--- src/rtl/block_serial_csa_adder_pkg.sv ---
// Shared types and sizing helpers for the block-serial carry-skip adder.
package csa_pkg;

    localparam int unsigned DEFAULT_BLOCK_SIZE = 4;

    typedef enum logic [1:0] {
        IDLE = 2'd0,
        RUN  = 2'd1,
        DONE = 2'd2
    } state_t;

    // Number of BLOCK_SIZE-bit slices in an N-bit operand; never returns 0.
    function automatic int unsigned num_blocks(input int unsigned n, input int unsigned block_size);
        int unsigned nb;
        nb = (block_size == 0) ? 1 : (n / block_size);
        return (nb == 0) ? 1 : nb;
    endfunction

endpackage

--- src/rtl/block_serial_csa_adder_csb.sv ---
// Combinational carry-skip slice: ripple adder with a bypass mux on the carry-out.
module carry_skip_block #(
    parameter int unsigned BLOCK_SIZE = 4
) (
    input  logic [BLOCK_SIZE-1:0] a_slice,
    input  logic [BLOCK_SIZE-1:0] b_slice,
    input  logic                  cin,
    output logic [BLOCK_SIZE-1:0] s_slice,
    output logic                  cout
);

    logic [BLOCK_SIZE-1:0] p;
    logic                  c;

    always_comb begin
        p       = a_slice ^ b_slice;
        c       = cin;
        s_slice = '0;
        for (int i = 0; i < int'(BLOCK_SIZE); i++) begin
            s_slice[i] = p[i] ^ c;
            c          = (a_slice[i] & b_slice[i]) | (p[i] & c);
        end
        // Full propagate: the carry-in passes straight through.
        cout = (&p) ? cin : c;
    end

endmodule

--- src/rtl/block_serial_csa_adder.sv ---
// Block-serial N-bit adder: one carry-skip slice per cycle, valid/ready on both sides.
// Optional early completion on zero upper operand bits: define CSA_EARLY_DONE_EN.
module block_serial_csa_adder
    import csa_pkg::*;
#(
    parameter int unsigned N          = 16,
    parameter int unsigned BLOCK_SIZE = DEFAULT_BLOCK_SIZE
) (
    input  logic         clk,
    input  logic         rst,
    input  logic         in_valid,
    output logic         in_ready,
    input  logic [N-1:0] a,
    input  logic [N-1:0] b,
    input  logic         cin,
    output logic         out_valid,
    input  logic         out_ready,
    output logic [N-1:0] sum,
    output logic         cout
);

    localparam int unsigned NUM_BLOCKS = num_blocks(N, BLOCK_SIZE);
    localparam int unsigned IDX_W      = (NUM_BLOCKS > 1) ? $clog2(NUM_BLOCKS) : 1;
    localparam logic [IDX_W-1:0] LAST_IDX   = IDX_W'(NUM_BLOCKS - 1);
    localparam logic [N-1:0]     SLICE_MASK = N'({BLOCK_SIZE{1'b1}});

    generate
        if ((BLOCK_SIZE == 0) || ((N % BLOCK_SIZE) != 0)) begin : g_bad_cfg
            $error("block_serial_csa_adder: N must be a non-zero multiple of BLOCK_SIZE");
        end
    endgenerate

    state_t           state, state_d;
    logic [IDX_W-1:0] blk_idx, blk_idx_d;
    logic             carry, carry_d;
    logic [N-1:0]     a_q, a_d, b_q, b_d;
    logic [N-1:0]     sum_d;
    logic             cout_d, out_valid_d, in_ready_d;

    logic [31:0]           base;
    logic [BLOCK_SIZE-1:0] a_slice, b_slice, s_slice;
    logic                  blk_cout;

    always_comb begin
        base    = 32'(blk_idx) * BLOCK_SIZE;
        a_slice = BLOCK_SIZE'(a_q >> base);
        b_slice = BLOCK_SIZE'(b_q >> base);
    end

    carry_skip_block #(
        .BLOCK_SIZE (BLOCK_SIZE)
    ) u_csb (
        .a_slice (a_slice),
        .b_slice (b_slice),
        .cin     (carry),
        .s_slice (s_slice),
        .cout    (blk_cout)
    );

`ifdef CSA_EARLY_DONE_EN
    // Nothing left above this slice and no carry to propagate: result is final.
    logic upper_zero;
    always_comb begin
        upper_zero = (((a_q | b_q) >> (base + BLOCK_SIZE)) == '0);
    end
`endif

    always_comb begin
        state_d     = state;
        blk_idx_d   = blk_idx;
        carry_d     = carry;
        a_d         = a_q;
        b_d         = b_q;
        sum_d       = sum;
        cout_d      = cout;
        out_valid_d = out_valid;
        in_ready_d  = in_ready;

        case (state)
            IDLE: begin
                in_ready_d  = 1'b1;
                out_valid_d = 1'b0;
                if (in_valid) begin
                    a_d        = a;
                    b_d        = b;
                    carry_d    = cin;
                    sum_d      = '0;
                    cout_d     = 1'b0;
                    blk_idx_d  = '0;
                    in_ready_d = 1'b0;
                    state_d    = RUN;
                end
            end
            RUN: begin
                in_ready_d  = 1'b0;
                out_valid_d = 1'b0;
                sum_d       = (sum & ~(SLICE_MASK << base)) | (N'(s_slice) << base);
                carry_d     = blk_cout;
                blk_idx_d   = blk_idx + IDX_W'(1);
                if (blk_idx == LAST_IDX) begin
                    cout_d      = blk_cout;
                    blk_idx_d   = '0;
                    out_valid_d = 1'b1;
                    state_d     = DONE;
                end
`ifdef CSA_EARLY_DONE_EN
                else if (!blk_cout && upper_zero) begin
                    cout_d      = 1'b0;
                    blk_idx_d   = '0;
                    out_valid_d = 1'b1;
                    state_d     = DONE;
                end
`endif
            end
            DONE: begin
                in_ready_d  = 1'b0;
                out_valid_d = 1'b1;
                if (out_ready) begin
                    out_valid_d = 1'b0;
                    in_ready_d  = 1'b1;
                    state_d     = IDLE;
                end
            end
            default: begin
                state_d     = IDLE;
                blk_idx_d   = '0;
                out_valid_d = 1'b0;
                in_ready_d  = 1'b1;
            end
        endcase
    end

    always_ff @(posedge clk or posedge rst) begin
        if (rst) begin
            state     <= IDLE;
            blk_idx   <= '0;
            carry     <= 1'b0;
            a_q       <= '0;
            b_q       <= '0;
            sum       <= '0;
            cout      <= 1'b0;
            out_valid <= 1'b0;
            in_ready  <= 1'b1;
        end else begin
            state     <= state_d;
            blk_idx   <= blk_idx_d;
            carry     <= carry_d;
            a_q       <= a_d;
            b_q       <= b_d;
            sum       <= sum_d;
            cout      <= cout_d;
            out_valid <= out_valid_d;
            in_ready  <= in_ready_d;
        end
    end

endmodule

--- config.mk ---
export PLATFORM = sky130hd
export DESIGN_NAME = block_serial_csa_adder
export DESIGN_NICKNAME = d
export VERILOG_FILES = /design/src/rtl/block_serial_csa_adder_pkg.sv /design/src/rtl/block_serial_csa_adder_csb.sv /design/src/rtl/block_serial_csa_adder.sv
export SDC_FILE = /design/constraint.sdc
export NUM_CORES = 1
export LEC_CHECK = 0
export ABC_AREA = 1
export BUFFER_PORTS_ARGS = -buffer_cell sky130_fd_sc_hd__buf_2
export CORE_ASPECT_RATIO = 1.75
export CORE_UTILIZATION = 59
export CTS_CLUSTER_SIZE = 20
export DETAILED_ROUTE_END_ITERATION = 7
export PLACE_DENSITY = 0.9
export SYNTH_ARGS = -nofsm -noshare
export SYNTH_HDL_FRONTEND = slang
export SYNTH_SLANG_ARGS = --single-unit
--- constraint.sdc ---
create_clock -name clk -period 6.8 [get_ports clk]
set_input_delay 0.68 -clock clk [delete_from_list [all_inputs] [get_ports clk]]
set_output_delay 0.68 -clock clk [all_outputs]
set_load 0.005 [all_outputs]
# Word level (Yosys, flattened, before mapping)
# Index checks and enable logic that the tools add are counted.
# classes
add_sub_neg	1
n_eq_ne	6
n_shift	4
muxes	21
n_bitwise	21
n_reduce_logical	8
# op_table
op	count
$pmux 16 s2	1
$shr 16x4->4	2
$and 16x16->16	1
$mux 16	1
$not 16->16	1
$or 16x16->16	1
$shl 4x4->16	1
$shl 4x4->16 const A	1
$pmux 2 s3	2
$mux 2	5
$and 1x1->1	8
$mux 1	8
$ne 2x2->1 const B	3
$pmux 1 s2	3
$reduce_and 2->1	3
$reduce_and 3->1	2
$eq 2x2->1 const B	2
$or 1x1->1	4
$reduce_and 4->1	1
$xor 1x1->1	4
$xor 4x4->4	1
$pmux 1 s3	1
$add 2x1->2 const B	1
$eq 2x1->1 const B	1
other kinds (3)	3
# word_totals
regBits	56
inputBits	37
output_inout_bits	19
word_cells	70

# Logic depth before layout (Yosys ltp)
# depth
word_depth	13
ltp_mapped	14
depth_no_buf	12

# Modules after synthesis
# A second synthesis with hierarchy kept.
# hier_totals
cells_unflattened	394
area_unflattened_um2	3083.0
# modules_own_cells
mod	instances	cells_each	area_per_inst_um2	seq_area_each_um2
block_serial_csa_adder	1	370	2891.5	1402.6
carry_skip_block	1	24	191.4	0.0

# Worst setup path before layout
# OpenSTA, ideal clock, no wires.
# synth_path
path_kind	flip-flop to flip-flop
startpoint	register blk_idx[1]
endpoint	register sum[7]
t_arrival_ns	2.717
required_time_ns	6.671
setup_slack_ns	3.954
stages_incl_launch_ff	14
n_path_buf	2
synth_period_minus_slack_ns	2.846
cell_sequence	dfrtp_1 > buf_2 > inv_2 > buf_2 > o21ai_0 > o22ai_1 > fa_1 > inv_1 > fa_1 > fa_1 > inv_1 > fa_1 > nand3_1 > o21ai_0
# synth_via
elab_chain_cells	12
word_cells_on_any_way	19
# synth_lines
element	line	rtl
from (decl)	block_serial_csa_adder.sv:34	logic [IDX_W-1:0] blk_idx, blk_idx_d;
from (signal assigned)	block_serial_csa_adder.sv:146	blk_idx <= blk_idx_d;
$shr 16x4->4 (on tied branches)	block_serial_csa_adder.sv:46, block_serial_csa_adder.sv:47	
$xor 4x4->4	block_serial_csa_adder_csb.sv:16	p = a_slice ^ b_slice;
$and 1x1->1	block_serial_csa_adder_csb.sv:21	c = (a_slice[i] & b_slice[i]) | (p[i] & c);
$or 1x1->1	block_serial_csa_adder_csb.sv:21	
$and 1x1->1	block_serial_csa_adder_csb.sv:21	
$or 1x1->1	block_serial_csa_adder_csb.sv:21	
$and 1x1->1	block_serial_csa_adder_csb.sv:21	
$or 1x1->1	block_serial_csa_adder_csb.sv:21	
$xor 1x1->1	block_serial_csa_adder_csb.sv:20	s_slice[i] = p[i] ^ c;
$shl 4x4->16	block_serial_csa_adder.sv:97	sum_d = (sum & ~(SLICE_MASK << base)) | (N'(s_slice) << base);
$or 16x16->16 *	block_serial_csa_adder.sv:97	
$pmux 16 s2 *	block_serial_csa_adder.sv:79	case (state)
to (signal assigned)	block_serial_csa_adder.sv:150	sum <= sum_d;
to (decl)	block_serial_csa_adder.sv:18	output logic [N-1:0] sum,
# Every way passes the cells marked *; elsewhere a longest branch is shown, timed or not.
# A chain may end at the register's enable or synchronous reset.

# Worst setup path in the final report
# layout_path
startpoint	register blk_idx[0]
endpoint	register sum[11]
# Same word-level chain as after synthesis.

==> metrics <==
via count 2015; IO Port Bufs 55; # hold bufs at CTS 0; Worst setup SP type flip-flop; WS Path Type flip-flop to flip-flop; CTS tree built; average via count per standard cell 5.55; hpwl dp 3880 um; CP dominant cell by count fa_1; synthesized flop and latch total 56; post-CTS sizing 0; global route overflow 0; slew of the pin with the lowest slew margin 1120 ps; outcome finished clean; worst skew pair latency 310 ps; slowest stage delay, CP 800 ps; Final Skew 8.97 ps; setup tns final 0 ps; largest net degree at the start of global routing 57; H-tree levels 2; WL per Instance 14.7 um; clock buffer depth 2; Post-synth EDFFs 0; final setup vio count 0; Reg clk slew, reported paths 100 ps; Initial Util 62.0%; Peak supply drop 0.304 mV; Syn Inst Count 260; Inserted Diodes 0; postcts setup bufs 0; Worst EP arrival 3810 ps; Die Footprint 0.00492 sq mm; DR iter-0 viols 47; Max Slew Vio Count 0; CTS Root Cell clkbuf_8; Clock Sinks 56; drt total wl 5320 um; max_slew headroom 25.4%; die height 92.0 um; Worst setup EP type flip-flop; crit share post-route 53.0%; Final min period 3600 ps; Yosys warning count 0; CP cell instances inv_1 > o21ai_0 > o22ai_1 > fa_1 > inv_1 > fa_1 > fa_1 > inv_1 > fa_1 > nand2_1 > o31ai_1; Ports 56; ys async rst share 100%; Post-Synthesis Net Count 313; Data required, critical path 7010 ps; slowest CP cell dfrtp_1; final hold violations 0; crit path max fanout 24; crit path buf inv count 3; top cells by count, synth dfrtp_1 (55), nand2_1 (51), mux2_2 (32); Layout fillers 337; vias in the first global route 2003; Hold WC Path Type flip-flop to flip-flop; first-pass GRT wire length 8780 um; top_reg_cell synth dfrtp_1; Post-DRT Antenna Nets 0; fmax 278 MHz; register area share after synthesis 51.4%; Die W 53.4 um; FP Rows 32; Leak 0.00156 uW; Area Overhead vs Synth 13.1%; fraction of layout instances using a drive strength above 1 32.1%; Mapped Avg Cell Area 10.5 sq um; Unique masters post-synth 22; area of the core 0.00440 sq mm; initial antenna violation count 0; CP delay by family, top adder cells; Power Total 1540 uW; RSZ-0062 raised after global routing false; mapped cell area 0.00273 sq mm; ranking of synthesized cells by area dfrtp_1 (50%), mux2_2 (13%), nand2_1 (7.0%), ha_1 (5.5%), o21ai_0 (4.2%); gpl congestion 0.826; Multi-input gate area 0.00118 sq mm; Nets 364; Yosys top cell area share 50.4%; Synth area leader dfrtp_1; Pre-antenna DRT Iters 6; register area 0.00140 sq mm; total CTS buffers 5; Total Routing Usage GR 24.7%; count leader, synth dfrtp_1; pwr/cell area 497 mW/mm^2; drc violations 0; MaxCap Viol Count 0
==> metrics by stage <==
stage | utilization (%) | hold WS, ps | worst slack, ps | instances | instance area [sq um]
after floorplan | - | 474 | 3950 | 260 | 2730
after global placement | 68.1 | 463 | 3460 | 355 | 3000
after detailed placement | 68.1 | 464 | 3300 | 355 | 3000
after CTS | 70.2 | 485 | 3200 | 363 | 3090
after global routing | 70.2 | 516 | 2900 | 363 | 3090
final | 70.2 | 482 | 3200 | 363 | 3090
==> registers in the layout (all words and copies together) (netlist names) <==
signal,flops
b_q,16
a_q,16
blk_idx,2
sum,16
carry,1
out_valid,1
cout,1
state,2
in_ready,1
==> per-layer routing <==
layer,GRT usage (%),up-vias,share of wire [%]
li1,-,969,-
met1,27.0,974,37
met2,44.6,58,57
met3,3.98,14,3.3
met4,10.3,0,2.7
met5,0,-,0
==> report_power, final <==
group	total, uW	internal [uW]	switching (uW)
Clock	182	81.4	100
Combinational	766	322	445
Sequential	589	482	107
==> worst min-delay path, cell delays in order (launching register included) <==
cell and delay (ps):
dfrtp_1 340, nand2_1 60, o31ai_1 50
==> cell families (layout without fill, tap and decap cells) <==
kind of cell    Yosys count  in the layout  share of synthesized area (%)
flops                    56             56                           51.4
fa+ha+maj                16             16                           8.43
simple gates             79             79                           11.7
mux                      32             32                           13.2
compound gates           45             45                           9.80
buf+inv                  32             84                           5.54
==> worst paths after layout <==
kind | startpoint | to | slack [ps] | cells after the start
min in group asynchronous | rst | state[0] | 630 | 2
max reg2reg | blk_idx[0] | sum[11] | 3200 | 11
max in group asynchronous | rst | sum[5] | 5460 | 2
min reg2reg | sum[14] | sum[14] | 480 | 2
max | blk_idx[0] | sum[11] | 3200 | 11
min | sum[14] | sum[14] | 480 | 2
==> placed cells by master, fill, tap and decap left out <==
master / netlist / layout
inv_1: 20 / 19
dfstp_2: 1 / 1
fa_1: 4 / 4
a21boi_0: 1 / 1
a22oi_1: 1 / 1
nand3_1: 14 / 14
or2_2: 1 / 1
o21ai_0: 23 / 23
nand2_1: 51 / 51
clkbuf_8: 0 / 6
dfrtp_1: 55 / 55
a21oi_1: 3 / 3
ha_1: 12 / 12
inv_2: 1 / 2
o22ai_1: 4 / 4
nor2_1: 12 / 12
o21bai_1: 1 / 1
clkinv_2: 0 / 2
nand2_2: 1 / 1
buf_2: 7 / 55
mux2_2: 32 / 32
o31ai_1: 12 / 12
==> cell type report <==
cell class                 count  share of cell area, %
inverter                      21                   2.55
timing repair buffer          55                   8.91
clock buffer                   6                   2.67
multi-input combinational    172                   38.1
clock inverter                 2                  0.324
tap                           51                   2.06
sequential                    56                   45.4
Power figures use the tool's default switching activity.
